===== config.mk =====
export PLATFORM = sky130hd
export DESIGN_NAME = inv_skew_detector
export DESIGN_NICKNAME = d
export VERILOG_FILES = /design/src/rtl/skew_cal_pkg.sv /design/src/rtl/skew_sync2.sv /design/src/rtl/inv_skew_detector.sv
export SDC_FILE = /design/constraint.sdc
export NUM_CORES = 1
export LEC_CHECK = 0
export ABC_AREA = 0
export CAP_MARGIN = 20
export CORE_UTILIZATION = 35
export CTS_BUF_LIST = sky130_fd_sc_hd__clkbuf_2
export DETAILED_ROUTE_END_ITERATION = 6
export DONT_BUFFER_PORTS = 1
export GPL_TIMING_DRIVEN = 0
export SYNTH_ARGS = -nofsm -noshare
export SYNTH_HDL_FRONTEND = slang
export SYNTH_HIERARCHICAL = 1
export SYNTH_SLANG_ARGS = --single-unit

===== constraint.sdc =====
create_clock -name CLK -period 3.4 [get_ports CLK]
set_clock_uncertainty 0.2 [all_clocks]
set_input_delay 0.68 -clock CLK [delete_from_list [all_inputs] [get_ports CLK]]
set_output_delay 0.68 -clock CLK [all_outputs]
set_load 0.005 [all_outputs]

===== src/rtl/skew_cal_pkg.sv =====
// skew_cal_pkg: shared state encoding, decision codes and majority-vote helper for the skew calibration loop
package skew_cal_pkg;

    typedef enum logic [2:0] {
        ST_IDLE,
        ST_LAUNCH,
        ST_WAIT,
        ST_SAMPLE,
        ST_RECOVER,
        ST_DECIDE
    } state_t;

    localparam logic [1:0] DEC_UP   = 2'b10;
    localparam logic [1:0] DEC_DN   = 2'b01;
    localparam logic [1:0] DEC_NONE = 2'b00;

    // A side wins only when it clears half the trials by more than the dead band
    function automatic logic [1:0] vote_decision(input int up, input int nsamp, input int margin);
        return (up > nsamp / 2 + margin) ? DEC_UP :
               (nsamp - up > nsamp / 2 + margin) ? DEC_DN : DEC_NONE;
    endfunction

endpackage


===== src/rtl/skew_sync2.sv =====
// skew_sync2: two-flop synchroniser for one asynchronous arbiter bit
//   CLK   in  clock
//   RST_N in  synchronous reset, active low
//   d     in  asynchronous input
//   q     out synchronised output
module skew_sync2 (
    input  logic CLK,
    input  logic RST_N,
    input  logic d,
    output logic q
);

    logic meta;

    always_ff @(posedge CLK) begin
        if (!RST_N) begin
            meta <= 1'b0;
            q    <= 1'b0;
        end else begin
            meta <= d;
            q    <= meta;
        end
    end

endmodule


===== src/rtl/inv_skew_detector.sv =====
// inv_skew_detector: races the INVU/INVD inverters, majority-votes the arbiter and emits up/down decisions
//   CLK    in  clock
//   RST_N  in  synchronous reset, active low
//   EN     in  calibration enable (level; rising edge starts a run)
//   RACE_U in  async arbiter: INVU edge first
//   RACE_D in  async arbiter: INVD edge first
//   LAUNCH out race edge to both inverters (low = recover)
//   O_INVU out one-cycle decision pulse, INVU won
//   O_INVD out one-cycle decision pulse, INVD won
//   LOCKED out sticky, calibration converged
//   ERR    out sticky, too many consecutive invalid trials
module inv_skew_detector
    import skew_cal_pkg::*;
#(
    parameter int NSAMP      = 16,
    parameter int SETTLE     = 4,
    parameter int MARGIN     = 2,
    parameter int DITHER_LIM = 4,
    parameter int INV_LIM    = 8
) (
    input  logic CLK,
    input  logic RST_N,
    input  logic EN,
    input  logic RACE_U,
    input  logic RACE_D,
    output logic LAUNCH,
    output logic O_INVU,
    output logic O_INVD,
    output logic LOCKED,
    output logic ERR
);

    localparam int CW = $clog2(NSAMP) + 1;
    localparam int TW = $clog2(SETTLE + 1);
    localparam int FW = $clog2(DITHER_LIM + 1);
    localparam int IW = $clog2(INV_LIM + 1);

    state_t        state;
    logic          en_q;
    logic          race_u_s;
    logic          race_d_s;
    logic [CW-1:0] up_votes;
    logic [CW-1:0] trials;
    logic [TW-1:0] timer;
    logic [FW-1:0] flips;
    logic [IW-1:0] invalids;
    logic [1:0]    last_dir;
    logic [1:0]    dec;
    logic          reversal;
    logic          lock;

    skew_sync2 u_sync_u (.CLK(CLK), .RST_N(RST_N), .d(RACE_U), .q(race_u_s));
    skew_sync2 u_sync_d (.CLK(CLK), .RST_N(RST_N), .d(RACE_D), .q(race_d_s));

    // Lock on a dead-band result or on the reversal that reaches the dither limit
    always_comb begin
        dec      = vote_decision(int'(up_votes), NSAMP, MARGIN);
        reversal = dec != DEC_NONE && last_dir != DEC_NONE && dec != last_dir;
        lock     = dec == DEC_NONE || (reversal && flips == FW'(DITHER_LIM - 1));
    end

    always_ff @(posedge CLK) begin
        if (!RST_N) begin
            state    <= ST_IDLE;
            en_q     <= 1'b0;
            LAUNCH   <= 1'b0;
            O_INVU   <= 1'b0;
            O_INVD   <= 1'b0;
            LOCKED   <= 1'b0;
            ERR      <= 1'b0;
            up_votes <= '0;
            trials   <= '0;
            timer    <= '0;
            flips    <= '0;
            invalids <= '0;
            last_dir <= DEC_NONE;
        end else begin
            en_q   <= EN;
            O_INVU <= 1'b0;
            O_INVD <= 1'b0;
            if (!EN) begin
                state    <= ST_IDLE;
                LAUNCH   <= 1'b0;
                up_votes <= '0;
                trials   <= '0;
                timer    <= '0;
                flips    <= '0;
                invalids <= '0;
                last_dir <= DEC_NONE;
            end else begin
                case (state)
                    ST_IDLE: begin
                        // Only a fresh EN edge restarts; a held EN after lock/error stays parked
                        if (!en_q) begin
                            LOCKED   <= 1'b0;
                            ERR      <= 1'b0;
                            up_votes <= '0;
                            trials   <= '0;
                            flips    <= '0;
                            invalids <= '0;
                            last_dir <= DEC_NONE;
                            LAUNCH   <= 1'b1;
                            state    <= ST_LAUNCH;
                        end
                    end
                    ST_LAUNCH: begin
                        timer <= '0;
                        state <= ST_WAIT;
                    end
                    ST_WAIT: begin
                        if (timer == TW'(SETTLE - 1)) state <= ST_SAMPLE;
                        else timer <= timer + 1'b1;
                    end
                    ST_SAMPLE: begin
                        timer  <= '0;
                        LAUNCH <= 1'b0;
                        if (race_u_s != race_d_s) begin
                            up_votes <= up_votes + CW'(race_u_s);
                            trials   <= trials + 1'b1;
                            invalids <= '0;
                            state    <= ST_RECOVER;
                        end else if (invalids == IW'(INV_LIM - 1)) begin
                            invalids <= IW'(INV_LIM);
                            ERR      <= 1'b1;
                            state    <= ST_IDLE;
                        end else begin
                            invalids <= invalids + 1'b1;
                            state    <= ST_RECOVER;
                        end
                    end
                    ST_RECOVER: begin
                        if (timer != TW'(SETTLE - 1)) timer <= timer + 1'b1;
                        else if (trials == CW'(NSAMP)) state <= ST_DECIDE;
                        else begin
                            LAUNCH <= 1'b1;
                            state  <= ST_LAUNCH;
                        end
                    end
                    ST_DECIDE: begin
                        {O_INVU, O_INVD} <= dec;
                        if (dec != DEC_NONE) last_dir <= dec;
                        if (reversal && flips != FW'(DITHER_LIM)) flips <= flips + 1'b1;
                        if (lock) LOCKED <= 1'b1;
                        up_votes <= '0;
                        trials   <= '0;
                        LAUNCH   <= !lock;
                        state    <= lock ? ST_IDLE : ST_LAUNCH;
                    end
                    default: begin
                        LAUNCH <= 1'b0;
                        state  <= ST_IDLE;
                    end
                endcase
            end
        end
    end

endmodule


==> key figures, run 1 <==
Status
  – Status: completed

Clock tree
  – Clock latency at the later pin of the worst-skew pair: 0.38 ns
  – Clk pin slew, worst setup/hold paths: 0.20 ns
  – PostCTS Resize Cnt: 0
  – Count of hold-fix buffers inserted at cts: 0
  – Root buffer cell: clkbuf_2
  – Bufs on Longest Clock Path: 2
  – Clk sinks: 35
  – CTS buffer count: 5
  – CTS tree: yes
  – Postcts setup bufs: 0
  – Depth of the CTS H-tree: 2

Cells and area
  – Layout area overhead: 6.79%
  – Final instance area: 0.00213 mm²
  – Final core occ: 38.6%
  – # diodes: 0
  – Layout cell share with drive strength beyond 1: 7.32%
  – Most common cell after layout, fill and taps aside: dfxtp_1
  – Nets: 262
  – Most frequent cells in the layout: dfxtp_1 (35), nor2_1 (30), nand2_1 (17), a21oi_1 (17), inv_1 (15)

Route
  – WL per Instance: 12.3 µm
  – DRC: 0
  – Routed wire length: 3910 µm
  – Starting DRC count in detailed routing: 69
  – Vias per Instance: 5.15
  – Drt first pass iters: 4
  – Antenna Nets Post-Route: 0
  – Vias: 1,638

Critical path
  – Crit end category: flop
  – Startpoint types: flop
  – Worst path required time: 3.51 ns
  – CP Max Fanout: 10
  – Crit path kind: flop to flop
  – Worst R2R Setup Slack: 0.73 ns
  – CP arrival: 2.78 ns

Die
  – Initial core utilization: 36.2%
  – Rows: 27
  – Die area: 0.00599 mm²
  – IO Count: 10
  – Core area: 0.00551 mm²
  – Die Wd: 77.4 µm
  – Die Height: 77.4 µm

Logic synthesis
  – Netlist Area Pre-Place: 0.00199 mm²
  – Synth unique cells: 51
  – Yosys top cell area share: 35.2%
  – Synth Instances: 238
  – Main synth FF type: dfxtp_1
  – Top cells by area, synth: dfxtp_1 (35%), ha_1 (7.5%), nor2_1 (5.7%)
  – Synth Warn #: 6
  – EDFF count, synth: 0
  – Syn Nets: 255
  – Yosys top cell by area: dfxtp_1
  – Syn avg cell area: 8.36 µm²
  – Post-synthesis sequential area ratio: 35.2%
  – Synth async-reset ratio: 0%
  – Seq cells post-synth: 35

STA
  – Finish-stage setup viols: 0
  – Final min period: 2.67 ns
  – Fin. max-slew vios: 0
  – Tcrit/Tclk final: 78.6%
  – F_max: 374 MHz
  – RSZ-0062 raised after global routing: no
  – Relative slew slack: 66.8%
  – Slew @ Worst Pin: 0.494 ns
  – Setup TNS: 0 ns
  – Final Hold Fails: 0

Flow run
  – Max-Cap Viols: 0

Place
  – Buffers on Ports: 0
  – Placed Area: 0.00208 mm²
  – GPL Wtd Cong: 0.796
  – Final HPWL DP: 2880 µm

Global route
  – First-pass GRT wire length: 7000 µm
  – Overall routing resource usage: 14.5%
  – Total gr overflow: 0
  – Vias in the first global route: 1,533
  – Initial antenna violation count: 0
  – Largest net degree at the start of global routing: 13

Pwr
  – P per Cell Area: 316 mW/mm²
  – Pleak: 0.796 nW
  – Maximum VDD drop: 0.000232 V

Worst hold path
  – Hold Path Class: primary input to flop
-- area by class of cell --
cell class / instances / area (µm²)
multi-input cells: 177 / 1180
inverters: 15 / 56.3
plain buffers: 11 / 52.6
flip-flops and latches: 35 / 701
fillers: 561 / 3380
clock inverters: 3 / 20.0
clock buffers: 5 / 25.0
well taps: 72 / 90.1
-- final timing paths --
kind | start | endpoint | cells past startpoint
min reg2reg | u_sync_d/meta | u_sync_d/q | 1
min | RST_N | u_sync_d/meta | 1
max reg2reg | up_votes[1] | LOCKED | 9
max | up_votes[1] | LOCKED | 9
-- cell families (layout without fill, tap and decap cells) --
kind of cell,after synthesis,in the layout,synth area share (%)
AOI/OAI and AO/OA,66,66,23.9
xor gates and xnor gates,10,10,4.40
adders and majority gates,12,12,7.54
buffers and inverters,26,34,5.47
DFF,35,35,35.2
muxes,5,5,2.58
and+or+nand+nor,84,84,20.9
-- Yosys cell counts, types with 4 or more instances --
| master | n |
|---|---|
| xor2_1 | 4 |
| o21ai_0 | 8 |
| and2_1 | 6 |
| or3_1 | 5 |
| xnor2_1 | 6 |
| ha_1 | 12 |
| nor3_1 | 6 |
| nand2_1 | 17 |
| a22oi_1 | 6 |
| nor2b_1 | 4 |
| clkbuf_1 | 7 |
| inv_1 | 15 |
| nor2_1 | 30 |
| a21oi_1 | 17 |
| o31ai_1 | 6 |
| mux2i_1 | 4 |
| dfxtp_1 | 35 |
-- per-layer routing --
metal / vias up / GRT usage (%) / part of all wire [%]
met3: 4 / 3.29 / 4.1
met4: 0 / 4.53 / 0.66
met1: 741 / 20.2 / 52
met5: - / 0 / 0
met2: 32 / 22.1 / 43
li1: 861 / - / -
-- sequential cells by signal, summed over array words and instances (netlist names), 2 cells and up --
register	cells
invalids	4
up_votes	5
flips	3
timer	3
trials	5
state	3
last_dir	2
-- metrics by stage --
| step | setup slack, ns | hold slack [ns] | instances | power [W] |
|---|---|---|---|---|
| floorplan | 1.07 | 0.206 | 238 | 0.000470 |
| global placement | 0.792 | 0.210 | 310 | 0.000481 |
| detailed placement | 0.781 | 0.214 | 310 | 0.000481 |
| CTS | 0.742 | 0.167 | 318 | 0.000683 |
| global route | 0.509 | 0.135 | 318 | 0.000707 |
| finish | 0.728 | 0.199 | 318 | 0.000671 |
-- power breakdown --
group / leakage [nW] / switching (W) / internal (W)
clock: 0.0266 / 0.000149 / 0.0000494
combinational: 0.486 / 0.0000308 / 0.0000203
sequential: 0.284 / 0.00000485 / 0.000417
total: 0.796 / 0.000185 / 0.000487
-- worst max-delay path: stages (launching register included) --
cell      delay (ns)
dfxtp_1         0.40
clkbuf_1        0.32
inv_1           0.08
ha_1            0.19
buf_2           0.18
nor3_1          0.23
nor2_1          0.09
o32a_1          0.37
o211a_1         0.28
o2111a_1        0.26
Note: power is estimated with default switching activity, not from simulation.
==> run 2, diff against run 1 <==
- clock period: 3.4 -> 2.67 ns (I/O delays scaled with it)
==> key figures, run 2 (synthesized netlist as in run 1, its figures left out) <==
Status
  – Status: completed (unchanged)

Route
  – Vias per Instance: 5.14 (was 5.15)
  – Vias: 1,651 (was 1,638)
  – Routed wire length: 3950 µm (was 3910 µm)
  – Starting DRC count in detailed routing: 78 (was 69)
  – Drt first pass iters: 4 (unchanged)
  – WL per Instance: 12.3 µm (about the same)
  – DRC: 0 (unchanged)
  – Antenna Nets Post-Route: 0 (unchanged)

STA
  – F_max: 395 MHz (was 374 MHz)
  – Final min period: 2.53 ns (was 2.67 ns)
  – Worst hold slack: 0.0633 ns (was 0.199 ns)
  – Final Hold Fails: 0 (unchanged)
  – Setup TNS: 0 ns (unchanged)
  – Slew @ Worst Pin: 0.494 ns (unchanged)
  – Tcrit/Tclk final: 94.8% (was 78.6%)
  – Fin. max-slew vios: 0 (unchanged)
  – Relative slew slack: 66.8% (unchanged)
  – RSZ-0062 raised after global routing: yes (was no)
  – Finish-stage setup viols: 0 (unchanged)

Critical path
  – Worst path required time: 2.77 ns (was 3.51 ns)
  – CP arrival: 2.63 ns (was 2.78 ns)
  – Worst R2R Setup Slack: 0.14 ns (was 0.73 ns)
  – Startpoint types: flop (unchanged)
  – Crit path kind: flop to flop (unchanged)
  – CP Max Fanout: 10 (unchanged)
  – Crit end category: flop (unchanged)

Die
  – Core area: 0.00551 mm² (unchanged)
  – Die area: 0.00599 mm² (unchanged)
  – Initial core utilization: 36.2% (unchanged)
  – Die Height: 77.4 µm (unchanged)
  – Rows: 27 (unchanged)
  – IO Count: 10 (unchanged)
  – Die Wd: 77.4 µm (unchanged)

Place
  – Final HPWL DP: 2880 µm (unchanged)
  – Placed Area: 0.00208 mm² (unchanged)
  – Buffers on Ports: 0 (unchanged)
  – GPL Wtd Cong: 0.796 (unchanged)

Cells and area
  – Layout cell share with drive strength beyond 1: 7.63% (was 7.32%)
  – Most common cell after layout, fill and taps aside: dfxtp_1 (unchanged)
  – # diodes: 0 (unchanged)
  – Regs by FF count: trials: 5 flops, up_votes: 5 flops, invalids: 4 flops (unchanged)
  – Nets: 265 (was 262)
  – Layout area overhead: 8.36% (was 6.79%)
  – Final instance area: 0.00216 mm² (was 0.00213 mm²)
  – Most frequent cells in the layout: dfxtp_1 (35), nor2_1 (30), nand2_1 (17), a21oi_1 (17), inv_1 (15) (unchanged)

Clock tree
  – CTS tree: yes (unchanged)
  – Clk pin slew, worst setup/hold paths: 0.20 ns (about the same)
  – Bufs on Longest Clock Path: 2 (unchanged)
  – CTS buffer count: 5 (unchanged)
  – Clock latency at the later pin of the worst-skew pair: 0.38 ns (about the same)
  – Clk sinks: 35 (unchanged)
  – Root buffer cell: clkbuf_2 (unchanged)
  – Depth of the CTS H-tree: 2 (unchanged)

Global route
  – First-pass GRT wire length: 7000 µm (unchanged)
  – Largest net degree at the start of global routing: 13 (unchanged)
  – Total gr overflow: 0 (unchanged)
  – Vias in the first global route: 1,533 (unchanged)
  – Initial antenna violation count: 0 (unchanged)
  – Overall routing resource usage: 14.5% (unchanged)

Pwr
  – Pleak: 0.813 nW (was 0.796 nW)
  – Maximum VDD drop: 0.000300 V (was 0.000232 V)
  – Overall Power: 0.000857 W (was 0.000671 W)
  – P per Cell Area: 397 mW/mm² (was 316 mW/mm²)

Flow run
  – Max-Cap Viols: 0 (unchanged)

Worst hold path
  – Hold Path Class: primary input to flop (unchanged)
run 2: through the flow:
| step | std cells | setup WS, ns | utilization [%] |
|---|---|---|---|
| 2_1_floorplan | 238 | 0.343 | - |
| 3_3_place_gp | 310 | 0.0622 | 37.8 |
| 3_5_place_dp | 310 | 0.0508 | 37.8 |
| 4_1_cts | 318 | 0.0120 | 38.6 |
| 5_1_grt | 321 | -0.0455 | 39.2 |
| 6_report | 321 | 0.140 | 39.2 |
run 2: worst paths after layout:
path                                    start         end  cells past startpoint
worst min register to register  u_sync_d/meta  u_sync_d/q                      1
worst max register to register    up_votes[1]      LOCKED                      9
worst min-delay path                    RST_N  u_sync_d/q                      1
worst max-delay path              up_votes[1]      LOCKED                      9
run 2: per-layer routing:
metal | share of wire (%) | vias to the layer above | wire (µm) | GRT usage (%)
met4 | 0.38 | 0 | 15 | 4.53
li1 | - | 867 | - | -
met3 | 4.1 | 2 | 162 | 3.29
met5 | 0 | - | 0 | 0
met1 | 52 | 748 | 2050 | 20.2
met2 | 44 | 34 | 1720 | 22.1
run 2: where the power goes:
part	leakage, nW	total, W	switching (W)	internal [W]
clock network	0.0266	0.000252	0.000189	0.0000630
logic	0.503	0.0000685	0.0000398	0.0000287
registers	0.284	0.000537	0.00000620	0.000531
run 2: critical path, cell delays in order, from the launching register on:
cell and delay (ns):
dfxtp_1 0.40, clkbuf_2 0.22, inv_1 0.06, ha_1 0.18
buf_2 0.18, nor3_1 0.22, nor2_1 0.09, o32a_1 0.37
o211a_1 0.28, o2111a_1 0.26
run 2: what timing repair did:
action	CTS	global route
hold buffers	0	3
gates resized for setup	0	2
setup buffers	0	0
setup endpoints to repair	0	8
endpoints found under the hold margin	0	2
run 2: cell type report:
| type | count | area [µm²] |
|---|---|---|
| fillers | 557 | 3350 |
| multi-input cells | 177 | 1180 |
| flip-flops and latches | 35 | 701 |
| well taps | 72 | 90.1 |
| inverters | 15 | 56.3 |
| plain buffers | 11 | 53.8 |
| repair buffers | 3 | 30.0 |
| clock buffers | 5 | 25.0 |
| clock inverters | 3 | 20.0 |
